<file path="src/rtl/cog_knob.sv">
// -----------------------------------------------------------------------------
// cog_knob
//
// Rotary quadrature encoder front end for the cog block step interface.
// The raw encoder phases and the push switch are synchronised and debounced.
// Each debounced quadrature edge becomes one single-cycle step pulse with a
// direction level. Each accepted switch press toggles a mode flag.
//
// Ports
//   clk     in   system clock, all logic on posedge
//   rst_n   in   asynchronous active-low reset
//   enc_a   in   raw encoder phase A (asynchronous)
//   enc_b   in   raw encoder phase B (asynchronous)
//   enc_sw  in   raw push switch, active-low (asynchronous)
//   cnt     out  single-cycle step pulse, one per valid quadrature edge
//   dir     out  direction of the latest step, 1 = CW (A leads B), 0 = CCW
//   mode    out  mode flag, toggled by each accepted switch press
//   err     out  single-cycle pulse on an illegal (double-bit) transition
//   ready   out  high once the input baseline has been captured
//
// State table
//   state   | meaning
//   --------+---------------------------------------------------------------
//   ST_INIT | waiting for {A,B,SW} to sit still for DEB_CYCLES clocks, then
//           | the debounced registers are loaded from it as the baseline
//   ST_RUN  | normal operation: per-input debounce, quadrature decode, switch
// -----------------------------------------------------------------------------
module cog_knob #(
    parameter int DEB_CYCLES    = 1000,
    parameter int SW_DEB_CYCLES = 50000,
    parameter int CNT_W         = 16
) (
    input  logic clk,
    input  logic rst_n,
    input  logic enc_a,
    input  logic enc_b,
    input  logic enc_sw,
    output logic cnt,
    output logic dir,
    output logic mode,
    output logic err,
    output logic ready
);

    typedef enum logic {
        ST_INIT = 1'b0,
        ST_RUN  = 1'b1
    } state_t;

    // Counters compare against threshold-1: the threshold is reached on the
    // same cycle the counter would have stepped onto it.
    localparam logic [CNT_W-1:0] DEB_LAST    = CNT_W'(DEB_CYCLES - 1);
    localparam logic [CNT_W-1:0] SW_DEB_LAST = CNT_W'(SW_DEB_CYCLES - 1);
    localparam logic [CNT_W-1:0] CNT_ONE     = CNT_W'(1);

    state_t state;
    state_t state_nxt;

    // Synchronisers, bit order {A, B, SW}
    logic [2:0] sync1;
    logic [2:0] sync2;
    logic [1:0] s_ab;
    logic       s_sw;

    // Baseline capture
    logic [2:0]       prev_s;
    logic [CNT_W-1:0] stable_cnt;
    logic             init_done;

    // Debounced levels, bit order {A, B}
    logic [1:0]       deb_ab;
    logic             deb_sw;
    logic [CNT_W-1:0] deb_cnt_ab [2];
    logic [CNT_W-1:0] deb_cnt_sw;

    // Previous-cycle copies used by the registered decode
    logic [1:0] deb_ab_q;
    logic       deb_sw_q;

    // Decode
    logic [1:0] pos_old;
    logic [1:0] pos_new;
    logic [1:0] pos_delta;
    logic       step_cw;
    logic       step_ccw;
    logic       step_err;
    logic       press;

    assign s_ab = sync2[2:1];
    assign s_sw = sync2[0];

    // -------------------------------------------------------------------------
    // Two-flop synchronisers; stage 1 is only ever read by stage 2.
    // -------------------------------------------------------------------------
    always_ff @(posedge clk or negedge rst_n) begin
        if (!rst_n) begin
            sync1 <= 3'b111;
            sync2 <= 3'b111;
        end else begin
            sync1 <= {enc_a, enc_b, enc_sw};
            sync2 <= sync1;
        end
    end

    // -------------------------------------------------------------------------
    // FSM
    // -------------------------------------------------------------------------
    always_ff @(posedge clk or negedge rst_n) begin
        if (!rst_n) begin
            state <= ST_INIT;
        end else begin
            state <= state_nxt;
        end
    end

    always_comb begin
        state_nxt = state;
        init_done = 1'b0;
        ready     = 1'b0;
        case (state)
            ST_INIT: begin
                if ((sync2 == prev_s) && (stable_cnt == DEB_LAST)) begin
                    init_done = 1'b1;
                    state_nxt = ST_RUN;
                end
            end
            ST_RUN: begin
                ready = 1'b1;
            end
            default: begin
                state_nxt = ST_INIT;
            end
        endcase
    end

    // -------------------------------------------------------------------------
    // Baseline capture: all three inputs must be jointly quiet for
    // DEB_CYCLES clocks before their levels are trusted.
    // -------------------------------------------------------------------------
    always_ff @(posedge clk or negedge rst_n) begin
        if (!rst_n) begin
            prev_s     <= 3'b111;
            stable_cnt <= '0;
        end else if (state == ST_INIT) begin
            prev_s <= sync2;
            if (sync2 != prev_s) begin
                stable_cnt <= '0;
            end else if (init_done) begin
                stable_cnt <= '0;
            end else begin
                stable_cnt <= stable_cnt + CNT_ONE;
            end
        end
    end

    // -------------------------------------------------------------------------
    // Per-input debounce. The baseline load also primes the previous-cycle
    // copies so the first RUN cycle does not see a fake transition.
    // -------------------------------------------------------------------------
    always_ff @(posedge clk or negedge rst_n) begin
        if (!rst_n) begin
            deb_ab     <= 2'b11;
            deb_sw     <= 1'b1;
            deb_ab_q   <= 2'b11;
            deb_sw_q   <= 1'b1;
            deb_cnt_sw <= '0;
            for (int i = 0; i < 2; i++) begin
                deb_cnt_ab[i] <= '0;
            end
        end else if (state == ST_INIT) begin
            if (init_done) begin
                deb_ab   <= s_ab;
                deb_sw   <= s_sw;
                deb_ab_q <= s_ab;
                deb_sw_q <= s_sw;
            end
        end else begin
            deb_ab_q <= deb_ab;
            deb_sw_q <= deb_sw;

            for (int i = 0; i < 2; i++) begin
                if (s_ab[i] == deb_ab[i]) begin
                    deb_cnt_ab[i] <= '0;
                end else if (deb_cnt_ab[i] == DEB_LAST) begin
                    deb_ab[i]     <= s_ab[i];
                    deb_cnt_ab[i] <= '0;
                end else begin
                    deb_cnt_ab[i] <= deb_cnt_ab[i] + CNT_ONE;
                end
            end

            if (s_sw == deb_sw) begin
                deb_cnt_sw <= '0;
            end else if (deb_cnt_sw == SW_DEB_LAST) begin
                deb_sw     <= s_sw;
                deb_cnt_sw <= '0;
            end else begin
                deb_cnt_sw <= deb_cnt_sw + CNT_ONE;
            end
        end
    end

    // -------------------------------------------------------------------------
    // Quadrature decode. {A,B} is mapped to its position on the Gray cycle
    // 00 -> 10 -> 11 -> 01 (CW order); the wrapped position difference then
    // says +1 = CW, -1 = CCW, 2 = both bits flipped (illegal), 0 = no move.
    // -------------------------------------------------------------------------
    function automatic logic [1:0] gray_pos(input logic [1:0] ab);
        logic [1:0] p;
        case (ab)
            2'b00:   p = 2'd0;
            2'b10:   p = 2'd1;
            2'b11:   p = 2'd2;
            default: p = 2'd3;
        endcase
        return p;
    endfunction

    always_comb begin
        pos_old   = gray_pos(deb_ab_q);
        pos_new   = gray_pos(deb_ab);
        pos_delta = pos_new - pos_old;
        step_cw   = 1'b0;
        step_ccw  = 1'b0;
        step_err  = 1'b0;
        press     = 1'b0;
        if (state == ST_RUN) begin
            step_cw  = (pos_delta == 2'd1);
            step_ccw = (pos_delta == 2'd3);
            step_err = (pos_delta == 2'd2);
            press    = deb_sw_q & ~deb_sw;
        end
    end

    always_ff @(posedge clk or negedge rst_n) begin
        if (!rst_n) begin
            cnt  <= 1'b0;
            err  <= 1'b0;
            dir  <= 1'b0;
            mode <= 1'b0;
        end else begin
            cnt <= step_cw | step_ccw;
            err <= step_err;
            if (step_cw | step_ccw) begin
                dir <= step_cw;
            end
            if (press) begin
                mode <= ~mode;
            end
        end
    end

endmodule

</file>
<file path="config.mk">
export PLATFORM = sky130hd
export DESIGN_NAME = cog_knob
export DESIGN_NICKNAME = d
export VERILOG_FILES = /design/src/rtl/cog_knob.sv
export SDC_FILE = /design/constraint.sdc
export NUM_CORES = 1
export LEC_CHECK = 0
export CAP_MARGIN = 0
export CORE_MARGIN = 2
export CORE_UTILIZATION = 35
export CTS_CLUSTER_SIZE = 30
export DETAILED_ROUTE_END_ITERATION = 16
export GPL_TIMING_DRIVEN = 0
export PLACE_DENSITY = 0.51
export REMOVE_ABC_BUFFERS = 1
export SYNTH_ARGS = -nofsm -noshare
export SYNTH_HDL_FRONTEND = slang
export SYNTH_SLANG_ARGS = --single-unit
export TNS_END_PERCENT = 5
</file>
<file path="constraint.sdc">
create_clock -name clk -period 2.2 [get_ports clk]
set_clock_uncertainty 0.1 [all_clocks]
set_input_delay 0.44 -clock clk [delete_from_list [all_inputs] [get_ports clk]]
set_output_delay 0.44 -clock clk [all_outputs]
set_load 0.1 [all_outputs]
</file>
**After elaboration in Yosys (flattened, before gate mapping)**

Cells that the tools add are included.
W data, S select, Z words.

- Word-level logic and storage cells: 85
- Output and inout bits: 5
- Register bits: 84
- Bits of input ports: 5

- Muxes and demuxes: 30
- Bitwise operators: 4
- Reduce and logical (&&, ||, !) cells: 7
- $add $sub $neg: 5
- Eq/ne operators: 22

Operators with widths:

| operator | count |
|---|---|
| $mux W16 | 8 |
| $add A16 B1 Y16 const B | 4 |
| $eq A16 B10 Y1 const B | 3 |
| $mux W1 | 17 |
| $eq A16 B16 Y1 const B | 1 |
| $eq A2 B2 Y1 const B | 6 |
| $pmux W2 S3 | 2 |
| $reduce_and A3 Y1 | 3 |
| $mux W2 | 3 |
| $ne A2 B1 Y1 const B | 3 |
| $ne A2 B2 Y1 const B | 3 |
| $logic_not A2 Y1 | 2 |
| $eq A1 B1 Y1 | 3 |
| $eq A3 B3 Y1 | 1 |
| $ne A3 B3 Y1 | 1 |
| $eq A2 B1 Y1 const B | 1 |
| $not A1 Y1 | 2 |
| $reduce_bool A2 Y1 | 1 |
| $sub A2 B2 Y2 | 1 |
| $and A1 B1 Y1 | 1 |
| $logic_and A1 B1 Y1 | 1 |
| $or A1 B1 Y1 | 1 |

**Logic depth before layout (Yosys ltp)**

Gate-level depths: netlist (run 1).

- Word-level depth: 6
- Gate-level depth with buffers: 8
- Mapped depth without buffers: 6

**Least setup slack after synthesis (run 1)**

OpenSTA, ideal clock, no wires.

- Path type: reg2reg
- From: register state
- To: register deb_cnt_ab[31] (netlist bit)
- Cell stages (with the launch flop): 7
- Clock period less this slack: 2496 ps
- Path slack: -296 ps
- Arrival time: 2275 ps
- Path buffers: 1
- Required time: 1979 ps
- Cell sequence: dfrtp_1 > buf_2 > nand3_1 > or3_1 > nor4_1 > xnor2_1 > nor2_1

RTL lines:

| item | RTL line | source |
|---|---|---|
| from (decl) | 56 | `state_t state;` |
| from (signal assigned) | 112 | `state <= state_nxt;` |
| to (signal, indexed assignment) | 188 | `deb_cnt_ab[i] <= deb_cnt_ab[i] + CNT_ONE;` |
| to (decl) | 73 | `logic [CNT_W-1:0] deb_cnt_ab [2];` |

**Worst setup path in the final report (run 1)**

- From: register deb_cnt_ab[0] (netlist bit)
- To: register deb_ab[1]

- Longest elaborated chain between the ends: 3

Ends and longest elaborated chain:

| item | RTL line | source |
|---|---|---|
| $eq A16 B10 Y1 | 184 | `end else if (deb_cnt_ab[i] == DEB_LAST) begin` |
| $ne A2 B1 Y1 (no line) | - |  |
| $reduce_and A3 Y1 (no line) | - |  |
| to (signal, indexed assignment) | 185 | `deb_ab[i] <= s_ab[i];` |
| to (decl) | 71 | `logic [1:0] deb_ab;` |

Every way passes these cells.
A chain may end at the register's enable or synchronous reset.

==> qor.tcl, run 1 <==
set qor(status) {finished clean}
set qor(critical_path_buf_inv_count) 2
set qor(end_kind) {register}
set qor(fraction_of_synthesized_area_in_multiplexers_pct) 4.82
set qor(tritoncts.num_buffers) 9
set qor(async_flop_share_pct) 100
set qor(start_kind) {register}
set qor(final_slew_violations) 0
set qor(chipWidth_um) 116
set qor(routed_wl_um) 9540
set qor(antenna_violating_nets_post_route) 0
set qor(cp_slowest_cell) {or4bb_4}
set qor(dp.final_hpwl_um) 5900
set qor(buffer_ports.inserted) 9
set qor(totalPowerFinal_mw) 3.39
set qor(via_count) 3445
set qor(drt_first_pass_iters) 4
set qor(pwr_density_cell_mw_per_mm2) 659
set qor(route.detailed.drc) 0
set qor(cts_max_level) 3
set qor(grtUsageTotal_pct) 15.5
set qor(design.final.nets) 482
set qor(slowest_delay_ns) 0.46
set qor(synthDistinctLibCells) 51
set qor(insertion_delay_ns) 0.34
set qor(largest_net_degree_at_the_start_of_global_routing) 45
set qor(die_h_um) 116
set qor(min_period_ns) 2.18
set qor(worstHoldPathType) {register to register}
set qor(setup.reg_to_reg.worst_slack_ns) 0.02
set qor(synth_fa_ha_area_share_pct) 2.57
set qor(dominant_combinational_cell_family_by_area_after_synthesis) {simple AND/OR/NAND/NOR gates}
set qor(fp.dieArea_mm2) 0.0134
set qor(synth-xor-area-share_pct) 4.19
set qor(layout_stage_area_growth_over_the_synthesis_result_pct) 17.3
set qor(post_route_cells_drive_above_1_share_pct) 16.1
set qor(r2r_start) {deb_cnt_ab[0]}
set qor(timing.max_cap.violations) 0
set qor(ys.warnings.count) 0
set qor(path_clk_slew_ns) 0.06
set qor(io_pins) 10
set qor(number_of_antenna_violations_at_the_first_check_in_global_routing) 0
set qor(grt_setup_unrepaired) {true}
set qor(simple_gate_share_of_the_synthesized_area_pct) 22.7
set qor(r2r_cells) 7
set qor(synth.ff_latch_count) 84
set qor(cts_root_buf) {clkbuf_16}
set qor(holdPathStages) 0
set qor(slew_headroom_pct) 36.5
set qor(timing_worst_slew_pin_value_ns) 0.956
set qor(worstReg2RegEnd) {deb_ab[1]}
set qor(grt-ovfl-total) 0
set qor(layout_worst_path_cycle_share_pct) 98.9
set qor(avgRoutedWirePerCell_um) 14.9
set qor(worst_path_required_ns) 2.37
set qor(worstPathCellList) {ha_4 > or4bb_4 > nor4_4 > buf_4 > buf_4 > mux2i_1 > mux2_2}
set qor(num_rows) 40
set qor(grt_pass1_wl_um) 16400
set qor(synth_compound_gate_area_share_pct) 14.4
set qor(total_leakage_power_nw) 2.15
set qor(final_core_utilization_pct) 42.5
set qor(worst_hold_startpoint) {sync1[2]}
set qor(start_util_pct) 36.2
set qor(final_hold_slack_ns) 0.256
set qor(cpLargestDelayFamily) {simple AND/OR/NAND/NOR gates}
set qor(synth_edf_count) 0
set qor(detail_route.iter0.violations) 230
set qor(timing.critical_path.arrival_ns) 2.35
set qor(synthFlopType) {dfrtp_1}
set qor(gp_congestion) 0.757
set qor(avgViaCountPerCell) 5.37
set qor(fp.coreArea_mm2) 0.0121
set qor(diodes) 0
set qor(critPathMaxFanout) 4
set qor(final_hold_viol_count) 0
set qor(cts_tree) {done}
set qor(number_of_global_route_vias_before_repair) 3429
set qor(cts_sinks) 84
set qor(synth-seq-area-share_pct) 48.3
set qor(mostFrequentLayoutCells) {dfrtp_1 (66), nand2_1 (50), nor2_1 (41)}
set qor(bufs_on_longest_clock_path) 2
set qor(criticalPathCategory) {register to register}
set qor(max_freq_mhz) 460
set qor(area_of_the_mapped_netlist_mm2) 0.00439
set qor(layout.cells.most_common) {dfrtp_1}
set qor(syn_area_per_cell_um2) 9.66
set qor(syn_inst) 454
set qor(setup_viol) 0
set qor(worst_hold_path.endpoint) {sync2[2]}
set qor(layout.filler_cells) 1221
set qor(worst_ir_drop_vdd_mv) 0.405
set qor(cp_common_cell) {buf_4}
Yosys cell counts (all sizes together) (4+ instances only):
master | number | area [µm²]
dfrtp | 69 | 1730
nand2 | 50 | 188
nor2 | 44 | 168
a31oi | 26 | 163
nand3 | 22 | 110
a21oi | 18 | 90.1
xnor2 | 16 | 140
dfstp | 15 | 394
inv | 14 | 52.6
nor3 | 14 | 75.1
o21ai | 14 | 70.1
a22o | 12 | 105
clkbuf | 12 | 45.0
nand4 | 12 | 75.1
mux2i | 11 | 110
and3 | 10 | 62.6
ha | 9 | 113
mux2 | 9 | 101
or3 | 8 | 50.1
a21o | 7 | 52.6
nor4 | 6 | 52.6
and2 | 5 | 31.3
and4 | 5 | 43.8
buf | 5 | 30.0
xor2 | 5 | 43.8
a41oi | 4 | 35.0
or2 | 4 | 25.0
per-layer routing:
metal  vias to the layer above  part of all wire (%)  global-route usage (%)
met5                         -                     0                       0
met4                         0                   1.4                    6.19
met3                        10                   3.8                    4.71
met2                        57                    47                    25.1
met1                      1693                    48                    19.5
li1                       1685                     -                       -
worst reg2reg max path: stages (launching register included):
cell	delay, ns
dfrtp_2	0.41
ha_4	0.15
or4bb_4	0.46
nor4_4	0.34
buf_4	0.19
buf_4	0.11
mux2i_1	0.06
mux2_2	0.29
through the flow:
stage | cells | TNS, ns | area [µm²] | setup slack, ns
after detailed placement | 616 | -12.86 | 4660 | -0.755
final | 641 | 0 | 5140 | 0.0244
after floorplan | 437 | -75.69 | 4310 | -1.56
after global placement | 614 | -310.81 | 4610 | -2.61
after global routing | 641 | -0.208 | 5140 | -0.0615
after CTS | 633 | -0.316 | 5030 | -0.0948
cells by family (layout without fill, tap and decap cells):
group / Yosys count / after routing
compound gates: 95 / 95
buf+inv: 32 / 50
mux: 20 / 20
xor+xnor: 21 / 21
simple gates: 193 / 194
fa+ha+maj: 9 / 9
flops: 84 / 84
repair_timing:
item,CTS,global route
gates resized for setup,17,15
pin swaps,0,4
endpoints found under the setup margin,50,49
endpoints found under the hold margin,4,0
buffers inserted,0,7
hold buffers,1,0
gates cloned,0,1
flip-flops by register name (all words and copies together) (netlist names), 2 cells and up:
| name | count |
|---|---|
| deb_cnt_ab | 32 |
| deb_cnt_sw | 16 |
| stable_cnt | 16 |
| prev_s | 3 |
| sync1 | 3 |
| sync2 | 3 |
| deb_ab | 2 |
| deb_ab_q | 2 |
worst max-delay path by stage:
stage                       start              to  slack (ns)  depth (start not counted)
floorplan                   state  deb_cnt_ab[20]       -1.56                          4
finish              deb_cnt_ab[0]       deb_ab[1]        0.02                          7
global placement            rst_n  deb_cnt_ab[22]       -2.61                          1
CTS                         state           ready       -0.09                          2
detailed placement          state   deb_cnt_sw[7]       -0.76                          5
global route        deb_cnt_ab[0]   deb_cnt_ab[7]       -0.06                          6
cell type report:
class                           instances  area, µm²  share of cell area (%)
Clock inverter                          5        100                    1.95
Tap cell                              168        210                    4.09
Multi-Input combinational cell        339       2220                    43.2
Clock buffer                           11        233                    4.52
Sequential cell                        84       2130                    41.3
Inverter                               15       57.6                    1.12
Timing Repair Buffer                   19        194                    3.77
power by group:
| group | switching [mW] | leakage (nW) | internal (mW) | total, mW |
|---|---|---|---|---|
| Sequential | 0.00914 | 1.12 | 1.56 | 1.57 |
| Clock | 0.613 | 0.163 | 1.11 | 1.72 |
| Combinational | 0.0587 | 0.869 | 0.0389 | 0.0976 |
| Total | 0.681 | 2.15 | 2.71 | 3.39 |
Note: power is estimated with default switching activity, not from simulation.
==> run 2, diff against run 1 <==
--- a/config.mk
+++ b/config.mk
@@ -10,10 +10,8 @@
 export CORE_UTILIZATION = 35
 export CTS_CLUSTER_SIZE = 30
 export DETAILED_ROUTE_END_ITERATION = 16
-export GPL_TIMING_DRIVEN = 0
 export PLACE_DENSITY = 0.51
 export REMOVE_ABC_BUFFERS = 1
 export SYNTH_ARGS = -nofsm -noshare
 export SYNTH_HDL_FRONTEND = slang
 export SYNTH_SLANG_ARGS = --single-unit
-export TNS_END_PERCENT = 5
==> run 2 against run 1 <==
Effect of this change: fmax up 2.5%; total power down 2.5%; setup slack better by 0.054 ns; hold slack worse by 0.0012 ns; count of clock-buffer cells in the layout up 1; largest power group unchanged; utilization up 0.27 points; combinational power down 2.7%.
==> qor.tcl, run 2 (synthesis gave the netlist of run 1 again) <==
set qor(status) {finished clean}
set qor(avgRoutedWirePerCell_um) 13.9 ;# -6.3%
set qor(start_kind) {register}
set qor(antenna_violating_nets_post_route) 0 ;# unchanged
set qor(final_hold_viol_count) 0 ;# unchanged
set qor(final_hold_slack_ns) 0.255 ;# -0.00117 ns
set qor(chipWidth_um) 116 ;# unchanged
set qor(number_of_global_route_vias_before_repair) 3288 ;# -4.1%
set qor(bufs_on_longest_clock_path) 2 ;# unchanged
set qor(routed_wl_um) 9180 ;# -3.8%
set qor(power.share.clock_pct) 49.6 ;# -1.1 points
set qor(layout_worst_path_cycle_share_pct) 96.4 ;# -2.5 points
set qor(route.detailed.drc) 0 ;# unchanged
set qor(setup_viol) 0 ;# unchanged
set qor(largest-register) {deb_cnt_ab}
set qor(min_period_ns) 2.12 ;# -0.0540 ns
set qor(criticalPathCategory) {register to register}
set qor(cts_sinks) 84 ;# unchanged
set qor(post_route_cells_drive_above_1_share_pct) 17.1 ;# +1.1 points
set qor(num_rows) 40 ;# unchanged
set qor(slew_headroom_pct) 65.9 ;# +29 points
set qor(largest_net_degree_at_the_start_of_global_routing) 36 ;# -20%
set qor(largest_register_ff_count) 32 ;# unchanged
set qor(cts_max_level) 3 ;# unchanged
set qor(grtUsageTotal_pct) 15.3 ;# -0.23 points
set qor(grt-ovfl-total) 0 ;# unchanged
set qor(via_count) 3414 ;# -0.90%
set qor(netSwitchingPower_mw) 0.679 ;# -0.32%
set qor(fp.coreArea_mm2) 0.0121 ;# unchanged
set qor(number_of_antenna_violations_at_the_first_check_in_global_routing) 0 ;# unchanged
set qor(die_h_um) 116 ;# unchanged
set qor(design.final.nets) 499 ;# +3.5%
set qor(dp.final_hpwl_um) 6210 ;# +5.3%
set qor(drt_first_pass_iters) 4 ;# unchanged
set qor(cts_tree) {done}
set qor(max_freq_mhz) 471 ;# +2.5%
set qor(gp_congestion) 0.801 ;# +5.9%
set qor(worst_path_required_ns) 2.32 ;# -0.05 ns
set qor(mostFrequentLayoutCells) {dfrtp_1 (68), nand2_1 (50), nor2_1 (43)}
set qor(seq_power_share_pct) 47.6 ;# +1.2 points
set qor(total_leakage_power_nw) 2.19 ;# +1.8%
set qor(internal_power_mw) 2.62 ;# -3.1%
set qor(power.switching_fraction_pct) 20.5 ;# +0.45 points
set qor(layout.cells.most_common) {dfrtp_1}
set qor(start_util_pct) 36.2 ;# unchanged
set qor(io_pins) 10 ;# unchanged
set qor(timing.critical_path.arrival_ns) 2.25 ;# -0.10 ns
set qor(path_clk_slew_ns) 0.06 ;# about the same
set qor(layout.filler_cells) 1180 ;# -3.4%
set qor(cts_root_buf) {clkbuf_16}
set qor(insertion_delay_ns) 0.34 ;# about the same
set qor(layout_stage_area_growth_over_the_synthesis_result_pct) 18.0
set qor(detail_route.iter0.violations) 237 ;# +3.0%
set qor(buffer_ports.inserted) 9 ;# unchanged
set qor(critPathMaxFanout) 4 ;# unchanged
set qor(p_comb_share_pct) 2.9 ;# about the same
set qor(final_slew_violations) 0 ;# unchanged
set qor(timing_worst_slew_pin_value_ns) 0.510 ;# -0.445 ns
set qor(grt_pass1_wl_um) 16200 ;# -1.2%
set qor(worst_ir_drop_vdd_mv) 0.292 ;# -28%
set qor(end_kind) {register}
set qor(fp.dieArea_mm2) 0.0134 ;# unchanged
set qor(diodes) 0 ;# unchanged
set qor(pwr_density_cell_mw_per_mm2) 638 ;# -3.1%
set qor(totalPowerFinal_mw) 3.30 ;# -2.5%
set qor(avgViaCountPerCell) 5.19 ;# -3.5%
set qor(registers_with_the_most_flip_flops) {deb_cnt_ab: 32 flops, deb_cnt_sw: 16 flops, stable_cnt: 16 flops}
set qor(tritoncts.num_buffers) 9 ;# unchanged
set qor(timing.max_cap.violations) 0 ;# unchanged
set qor(worstHoldPathType) {register to register}
[run 2: cell types whose count changed in the layout (fill, tap and decap cells not counted), moves of 2 or more]
cell,change
clkinv_2,-2
nor2_1,+2
dlygate4sd2_1,-4
nor2_2,-2
dfrtp_1,+2
buf_12,+2
nor4_1,+2
buf_4,+23
[run 2: worst max-delay path: stages (launching register included)]
cell and delay, ns:
dfrtp_1 0.38, ha_2 0.21, or4bb_1 0.44, nor4_4 0.37
or2_4 0.20, nor3_1 0.05, a221o_1 0.25
[run 2: area by class of cell]
type | instances | area, µm² | share of cell area [%]
Inverter | 15 | 56.3 | 1.09
Clock buffer | 12 | 246 | 4.76
Sequential cell | 84 | 2120 | 41.0
Clock inverter | 4 | 72.6 | 1.40
Multi-Input combinational cell | 338 | 2140 | 41.4
Tap cell | 168 | 210 | 4.06
Timing Repair Buffer | 37 | 325 | 6.28
[run 2: metal layers]
metal | global-route usage, % | routed length [µm] | vias up
li1 | - | - | 1721
met1 | 20.4 | 4560 | 1632
met2 | 23.7 | 4160 | 50
met3 | 4.34 | 348 | 11
met4 | 5.95 | 116 | 0
met5 | 0 | 0 | -
[run 2: what timing repair did]
action	4_1_cts	5_1_grt
hold endpoints to repair	20	0
buffers inserted	0	2
resized for setup	0	5
hold buffers	1	0
setup endpoints to repair	0	9
[run 2: final timing paths]
path | start | end | slack, ns | depth (start not counted)
setup / recovery | deb_cnt_ab[1] | deb_cnt_ab[7] | 0.08 | 6
hold / removal | sync1[1] | sync2[1] | 0.25 | 0
setup reg to reg | deb_cnt_ab[1] | deb_cnt_ab[7] | 0.08 | 6
hold reg to reg | sync1[1] | sync2[1] | 0.25 | 0
max in group asynchronous | rst_n | prev_s[2] | 0.87 | 3
min in group asynchronous | rst_n | deb_cnt_sw[8] | 0.45 | 2
[run 2: power groups by stage]
| stage | registers, mW | clock network (mW) | logic (mW) |
|---|---|---|---|
| after floorplan | 1.60 | 0 | 0.0360 |
| after global placement | 1.60 | 0 | 0.0962 |
| after detailed placement | 1.60 | 0 | 0.0973 |
| after CTS | 1.57 | 1.69 | 0.0995 |
| after global routing | 1.57 | 1.76 | 0.111 |
| final | 1.57 | 1.64 | 0.0950 |
[run 2: stage by stage]
stage,setup slack [ns],instances,area (µm²),TNS (ns),util [%]
2_1_floorplan,-1.56,437,4310,-75.69,-
3_3_place_gp,0.110,639,4820,0,39.8
3_5_place_dp,0.0698,639,4820,0,39.8
4_1_cts,0.0439,656,5150,0,42.5
5_1_grt,-0.00855,658,5180,-0.00855,42.7
6_report,0.0784,658,5180,0,42.7
==> run 3, diff against run 2 <==
--- a/config.mk
+++ b/config.mk
@@ -8,8 +8,10 @@
 export CAP_MARGIN = 0
 export CORE_MARGIN = 2
 export CORE_UTILIZATION = 35
+export CTS_CLUSTER_DIAMETER = 50
 export CTS_CLUSTER_SIZE = 30
 export DETAILED_ROUTE_END_ITERATION = 16
+export GPL_TIMING_DRIVEN = 0
 export PLACE_DENSITY = 0.51
 export REMOVE_ABC_BUFFERS = 1
 export SYNTH_ARGS = -nofsm -noshare
==> run 3 against run 2 <==
Effect of this change: routed wire length up 3.7%; die area unchanged; highest routed layer unchanged; clock power up 5%; register-to-register slack better by 0.02 ns; total power up 2.5%; critical endpoint is now ready; utilization down 0.33 points; count of clock-buffer cells in the layout down 1; sequential cell count unchanged; sequential share of layout area up 0.39 points; hold slack better by 0.0012 ns.
==> qor.tcl, run 3 (synthesis gave the netlist of run 1 again) <==
set qor(largest-register) {deb_cnt_ab}
set qor(diodes) 0 ;# unchanged
set qor(layoutNonFillerInstCount) 646 ;# -1.8%
set qor(final_setup_tns_ns) 0 ;# unchanged
set qor(layout_worst_path_cycle_share_pct) 95.8 ;# -0.61 points
set qor(mostFrequentLayoutCells) {dfrtp_1 (67), nand2_1 (50), nor2_1 (41)}
set qor(ff_latch_area_mm2) 0.00213 ;# +0.18%
set qor(cts_root_buf) {clkbuf_16}
set qor(buffer_ports.inserted) 9 ;# unchanged
set qor(end_kind) {output pin}
set qor(cts_tree) {done}
set qor(final_slew_violations) 0 ;# unchanged
set qor(netSwitchingPower_mw) 0.677 ;# -0.23%
set qor(insertion_delay_ns) 0.34 ;# about the same
set qor(holdPathStages) 0 ;# unchanged
set qor(setup_viol) 0 ;# unchanged
set qor(critPathMaxFanout) 40 ;# +36
set qor(num_rows) 40 ;# unchanged
set qor(dp.final_hpwl_um) 5900 ;# -5.0%
set qor(design.final.nets) 487 ;# -2.4%
set qor(route.detailed.drc) 0 ;# unchanged
set qor(worstHoldPathType) {register to register}
set qor(grt_use_met1_pct) 19.7 ;# -0.69 points
set qor(critical_path_buf_inv_count) 2 ;# +2
set qor(seq_power_share_pct) 46.4 ;# -1.2 points
set qor(path_clk_slew_ns) 0.06 ;# about the same
set qor(power.switching_fraction_pct) 20.0 ;# -0.54 points
set qor(avgViaCountPerCell) 5.33 ;# +2.7%
set qor(slew_headroom_pct) 36.6 ;# -29 points
set qor(bufs_on_longest_clock_path) 2 ;# unchanged
set qor(grt-ovfl-total) 0 ;# unchanged
set qor(registers_with_the_most_flip_flops) {deb_cnt_ab: 32 flops, deb_cnt_sw: 16 flops, stable_cnt: 16 flops}
set qor(drt_first_pass_iters) 4 ;# unchanged
set qor(die_h_um) 116 ;# unchanged
set qor(criticalPathCategory) {register to output pin}
set qor(worst_path_required_ns) 1.66 ;# -0.66 ns
set qor(status) {finished clean}
set qor(largest_register_ff_count) 32 ;# unchanged
set qor(number_of_global_route_vias_before_repair) 3449 ;# +4.9%
set qor(start_kind) {register}
set qor(detail_route.iter0.violations) 199 ;# -16%
set qor(fp.coreArea_mm2) 0.0121 ;# unchanged
set qor(routed_wl_um) 9510 ;# +3.7%
set qor(layout.cells.most_common) {dfrtp_1}
set qor(worst_ir_drop_vdd_mv) 0.406 ;# +39%
set qor(start_util_pct) 36.2 ;# unchanged
set qor(io_pins) 10 ;# unchanged
set qor(cts_max_level) 3 ;# unchanged
set qor(largest_net_degree_at_the_start_of_global_routing) 45 ;# +25%
set qor(p_comb_share_pct) 2.9 ;# about the same
set qor(totalPowerFinal_mw) 3.38 ;# +2.5%
set qor(tritoncts.num_buffers) 9 ;# unchanged
set qor(max_freq_mhz) 474 ;# +0.64%
set qor(layout.filler_cells) 1219 ;# +3.3%
set qor(dp.cells) 616 ;# -3.6%
set qor(postLayoutCellArea_mm2) 0.00514 ;# -0.77%
set qor(pwr_density_cell_mw_per_mm2) 659 ;# +3.3%
set qor(crit_cells) 2 ;# -4
set qor(gp_congestion) 0.757 ;# -5.6%
set qor(post_route_cells_drive_above_1_share_pct) 15.5 ;# -1.7 points
set qor(internal_power_mw) 2.71 ;# +3.2%
set qor(gr-usage-met2_pct) 25.6 ;# +1.9 points
set qor(timing.max_cap.violations) 0 ;# unchanged
set qor(power.share.clock_pct) 50.7 ;# +1.1 points
set qor(timing.critical_path.arrival_ns) 1.57 ;# -0.68 ns
set qor(min_period_ns) 2.11 ;# -0.0135 ns
set qor(layout_stage_area_growth_over_the_synthesis_result_pct) 17.1
set qor(total_leakage_power_nw) 2.16 ;# -1.3%
set qor(chipWidth_um) 116 ;# unchanged
set qor(dpl_cell_area_mm2) 0.00466 ;# -3.4%
set qor(antenna_violating_nets_post_route) 0 ;# unchanged
set qor(multiInputGateArea_mm2) 0.00218 ;# +1.5%
set qor(number_of_antenna_violations_at_the_first_check_in_global_routing) 0 ;# unchanged
set qor(r2r_cells) 5 ;# -1
set qor(slowest_delay_ns) 0.57 ;# +0.13 ns
set qor(grt_pass1_wl_um) 16600 ;# +2.4%
set qor(fp.dieArea_mm2) 0.0134 ;# unchanged
set qor(avgRoutedWirePerCell_um) 14.7 ;# +5.6%
set qor(final_hold_viol_count) 0 ;# unchanged
set qor(grtUsageTotal_pct) 15.7 ;# +0.44 points
set qor(timing_worst_slew_pin_value_ns) 0.956 ;# +0.445 ns
set qor(final_core_utilization_pct) 42.4 ;# -0.33 points
set qor(worstPathCellList) {buf_12 > clkdlybuf4s18_2}
set qor(cp_slowest_cell) {clkdlybuf4s18_2}
set qor(via_count) 3441 ;# +0.79%
set qor(grt_most_used_layer) {met2}
set qor(groute.layer.met3.usage_pct) 4.71 ;# +0.37 points
set qor(cpLargestDelayFamily) {buffers and inverters}
set qor(cts_sinks) 84 ;# unchanged
-- run 3: cell count changes in the layout (fill, tap and decap cells not counted), moves of 2 or more --
cell,before,now
dlygate4sd2_1,0,4
nor2_2,0,2
clkinv_2,1,3
nor2_1,43,41
buf_4,30,12
buf_12,3,1
-- run 3: area by class of cell --
| class | instances | area share (%) |
|---|---|---|
| sequential | 84 | 41.4 |
| inverter | 15 | 1.12 |
| clock inverter | 5 | 1.95 |
| tap | 168 | 4.09 |
| multi-input combinational | 339 | 42.4 |
| timing repair buffer | 24 | 4.55 |
| clock buffer | 11 | 4.53 |
-- run 3: final timing paths --
path / startpoint / end / slack (ns)
hold / removal: sync1[2] / sync2[2] / 0.26
max in group asynchronous: rst_n / deb_ab_q[1] / 0.81
setup reg to reg: deb_cnt_ab[4] / deb_cnt_ab[7] / 0.10
setup / recovery: state / ready / 0.09
hold reg to reg: sync1[2] / sync2[2] / 0.26
min in group asynchronous: rst_n / deb_cnt_sw[5] / 0.53
-- run 3: timing repair --
item / in CTS / in global routing
setup buffers: 6 / 6
gates resized for setup: 16 / 5
hold endpoints to repair: 4 / 0
gates cloned: 0 / 1
pin swaps: 1 / 3
hold buffers: 1 / 0
setup endpoints to repair: 50 / 42
-- run 3: metal layers --
| metal | vias up | share of wire (%) |
|---|---|---|
| met4 | 0 | 1.1 |
| met5 | - | 0 |
| li1 | 1698 | - |
| met1 | 1680 | 48 |
| met2 | 55 | 47 |
| met3 | 8 | 3.7 |
-- run 3: per-stage QoR --
stage	setup WS, ns	hold WS, ns
5_1_grt	-0.00770	0.263
3_5_place_dp	-0.755	0.249
6_report	0.0919	0.256
4_1_cts	0.00506	0.258
2_1_floorplan	-1.56	0.0444
3_3_place_gp	-2.61	0.246
-- run 3: power by group through the flow --
stage | clock network (mW) | registers [mW] | logic (mW)
2_1_floorplan | 0 | 1.60 | 0.0360
3_3_place_gp | 0 | 1.60 | 0.0832
3_5_place_dp | 0 | 1.60 | 0.0906
4_1_cts | 1.78 | 1.57 | 0.0946
5_1_grt | 1.82 | 1.57 | 0.112
6_report | 1.72 | 1.57 | 0.0967
==> RTL edit, RTL diff (config.mk and constraints of run 2) <==
The parameter `CNT_W` goes from 16 to 32.
--- a/src/rtl/cog_knob.sv
+++ b/src/rtl/cog_knob.sv
@@ -28,7 +28,7 @@
 module cog_knob #(
     parameter int DEB_CYCLES    = 1000,
     parameter int SW_DEB_CYCLES = 50000,
-    parameter int CNT_W         = 16
+    parameter int CNT_W         = 32
 ) (
     input  logic clk,
     input  logic rst_n,
Check against the original RTL: no difference found for any inputs over 10 cycles, from zero or initial values and one cycle with rst_n low; that may be too few to reach the edited logic, so the function may still have changed.
==> RTL edit against run 2 <==
The run now ends with negative setup slack left; final area grew 120%; core utilization grew 3.4 points; largest cell class unchanged; critical path type unchanged; synthesized area grew 98%; wire length grew to 2.7 times the old value; combinational power grew 130%; sequential cell count grew 64; setup slack lost 0.16 ns; cell count grew 120%; fmax shrank 7.0%; sequential power grew 75%; sequential share of layout area shrank 7.8 points; clock power grew 100%; power grew 91%.
==> RTL edit: results (changes against run 2) <==
STA
  – Setup_tns: -0.2825 ns (-0.2825 ns)
  – # setup viols final: 8 (+8)
  – Slew margin rel.: 62.87% (-3.0 points)
  – Fin worst setup slack: -0.08106 ns (-0.1594 ns)

Synth
  – Sequential fraction of the synthesis area: 42.83% (-5.5 points)
  – Compound-gate portion of the synthesized area: 20.86% (+6.5 points)
  – Mux cell area share after synthesis: 1.828% (-3.0 points)
  – Synth cell types: 72 (+41%)
  – Area contributors post-synth: dfrtp_1 (38%), a31oi_1 (6.2%), dfstp_2 (4.5%), nand2_1 (3.9%), nand3_1 (3.7%)
  – Synth cell count leaders: dfrtp_1 (133), nand2_1 (90), a31oi_1 (86), nand3_1 (65), nand4_1 (50)
  – Adder-cell share of the synthesized area: 1.296% (-1.3 points)

Pwr
  – Peak supply drop: 338.7 µV (+16%)

Drt
  – TritonRoute pass-1 iters: 5 (+1)
  – Via count: 8312 (+140%)
  – Drt total wl: 24.33 mm (+170%)
  – Starting DRC count in detailed routing: 623 (+160%)

Run status
  – Outcome: complete, but fails checks
  – Failing checks: negative setup slack

Setup path
  – Crit-path slowest cell: or4_4
  – Crit-path max FO: 6 (+2)
  – Worst Path Arrival: 2.51 ns (+0.26 ns)

Cells and area
  – Layout cell share with drive strength beyond 1: 26.14% (+9.0 points)
  – Fillers: 2307 (+96%)
  – Largest regs: deb_cnt_ab x64, deb_cnt_sw x32, stable_cnt x32

Place
  – Place WS: -0.07655 ns (-0.1464 ns)
  – GPL Wtd Cong: 0.7827 (-2.3%)
  – HPWL Detailed: 16.34 mm (+160%)

Global routing
  – Vias in the first global route: 7939 (+140%)
  – Tot GR Track Use: 19.17% (+3.9 points)
  – Largest net degree at the start of global routing: 49 (+36%)
  – First-pass GRT wire length: 41.01 mm (+150%)

Clock tree
  – Htree depth: 4 (+1)
  – Cts bufs inserted: 17 (+8)
==> RTL edit: routing by layer <==
layer  wire length (µm)  GRT usage (%)
met3                841          3.030
met1              11870          27.17
met2              11350          30.79
met5                  0              0
met4                280          4.545
==> RTL edit: final timing paths <==
path                                            start                         end  slack, ns  cells past startpoint
max in group asynchronous                       rst_n          sync1[1]$_DFF_PN1_       0.89                      3
min in group asynchronous                       rst_n  deb_cnt_sw[29]$_DFFE_PN0P_       0.43                      2
max reg2reg                deb_cnt_ab[57]$_DFFE_PN0P_  deb_cnt_ab[51]$_DFFE_PN0P_      -0.08                      5
min                                sync1[0]$_DFF_PN1_          sync2[0]$_DFF_PN1_       0.26                      0
min reg2reg                        sync1[0]$_DFF_PN1_          sync2[0]$_DFF_PN1_       0.26                      0
max                        deb_cnt_ab[57]$_DFFE_PN0P_  deb_cnt_ab[51]$_DFFE_PN0P_      -0.08                      5
==> RTL edit: metrics by stage <==
step / cells / instance area, µm² / power, mW / hold WS, ns
after CTS: 1440 / 10990 / 6.357 / 0.2572
after floorplan: 906 / 8366 / 2.864 / 0.04441
after global routing: 1445 / 11220 / 6.537 / 0.2591
after detailed placement: 1402 / 10230 / 3.012 / 0.2481
final: 1445 / 11220 / 6.298 / 0.2571
after global placement: 1402 / 10230 / 3.010 / 0.2491
==> RTL edit: cells by family after synthesis <==
kind of cell / Yosys count
AOI/OAI and AO/OA: 270
xor gates and xnor gates: 9
adders and majority gates: 9
buffers and inverters: 95
DFF: 148
muxes: 15
and+or+nand+nor: 425
==> RTL edit: worst reg2reg max path, cell delays in order, from the launching register on <==
cell and delay [ns]:
dfrtp_1 0.38, or4_4 0.54, or4_4 0.53, o21ai_4 0.31, o21ai_2 0.10, a22o_1 0.21
==> RTL edit: cell type report <==
type	count	share of cell area (%)
multi-input cells	728	42.43
flip-flops and latches	148	33.21
clock buffers	20	4.160
clock inverters	12	1.784
inverters	30	1.004
repair buffers	183	13.79
well taps	324	3.613
==> RTL edit: what timing repair did <==
| item | in CTS | in global routing |
|---|---|---|
| hold buffers | 1 | 0 |
| endpoints found under the hold margin | 40 | 0 |
| setup buffers | 4 | 5 |
| endpoints found under the setup margin | 26 | 89 |
| cloned | 1 | 0 |
| gates resized for setup | 16 | 39 |
| pin swaps | 14 | 17 |
==> RTL edit: power groups by stage <==
| stage | Combinational [mW] | Clock (mW) | Sequential, mW |
|---|---|---|---|
| 5_1_grt | 0.242 | 3.55 | 2.74 |
| 3_3_place_gp | 0.215 | 0 | 2.80 |
| 3_5_place_dp | 0.216 | 0 | 2.80 |
| 6_report | 0.217 | 3.34 | 2.75 |
| 4_1_cts | 0.220 | 3.39 | 2.75 |
| 2_1_floorplan | 0.0678 | 0 | 2.80 |
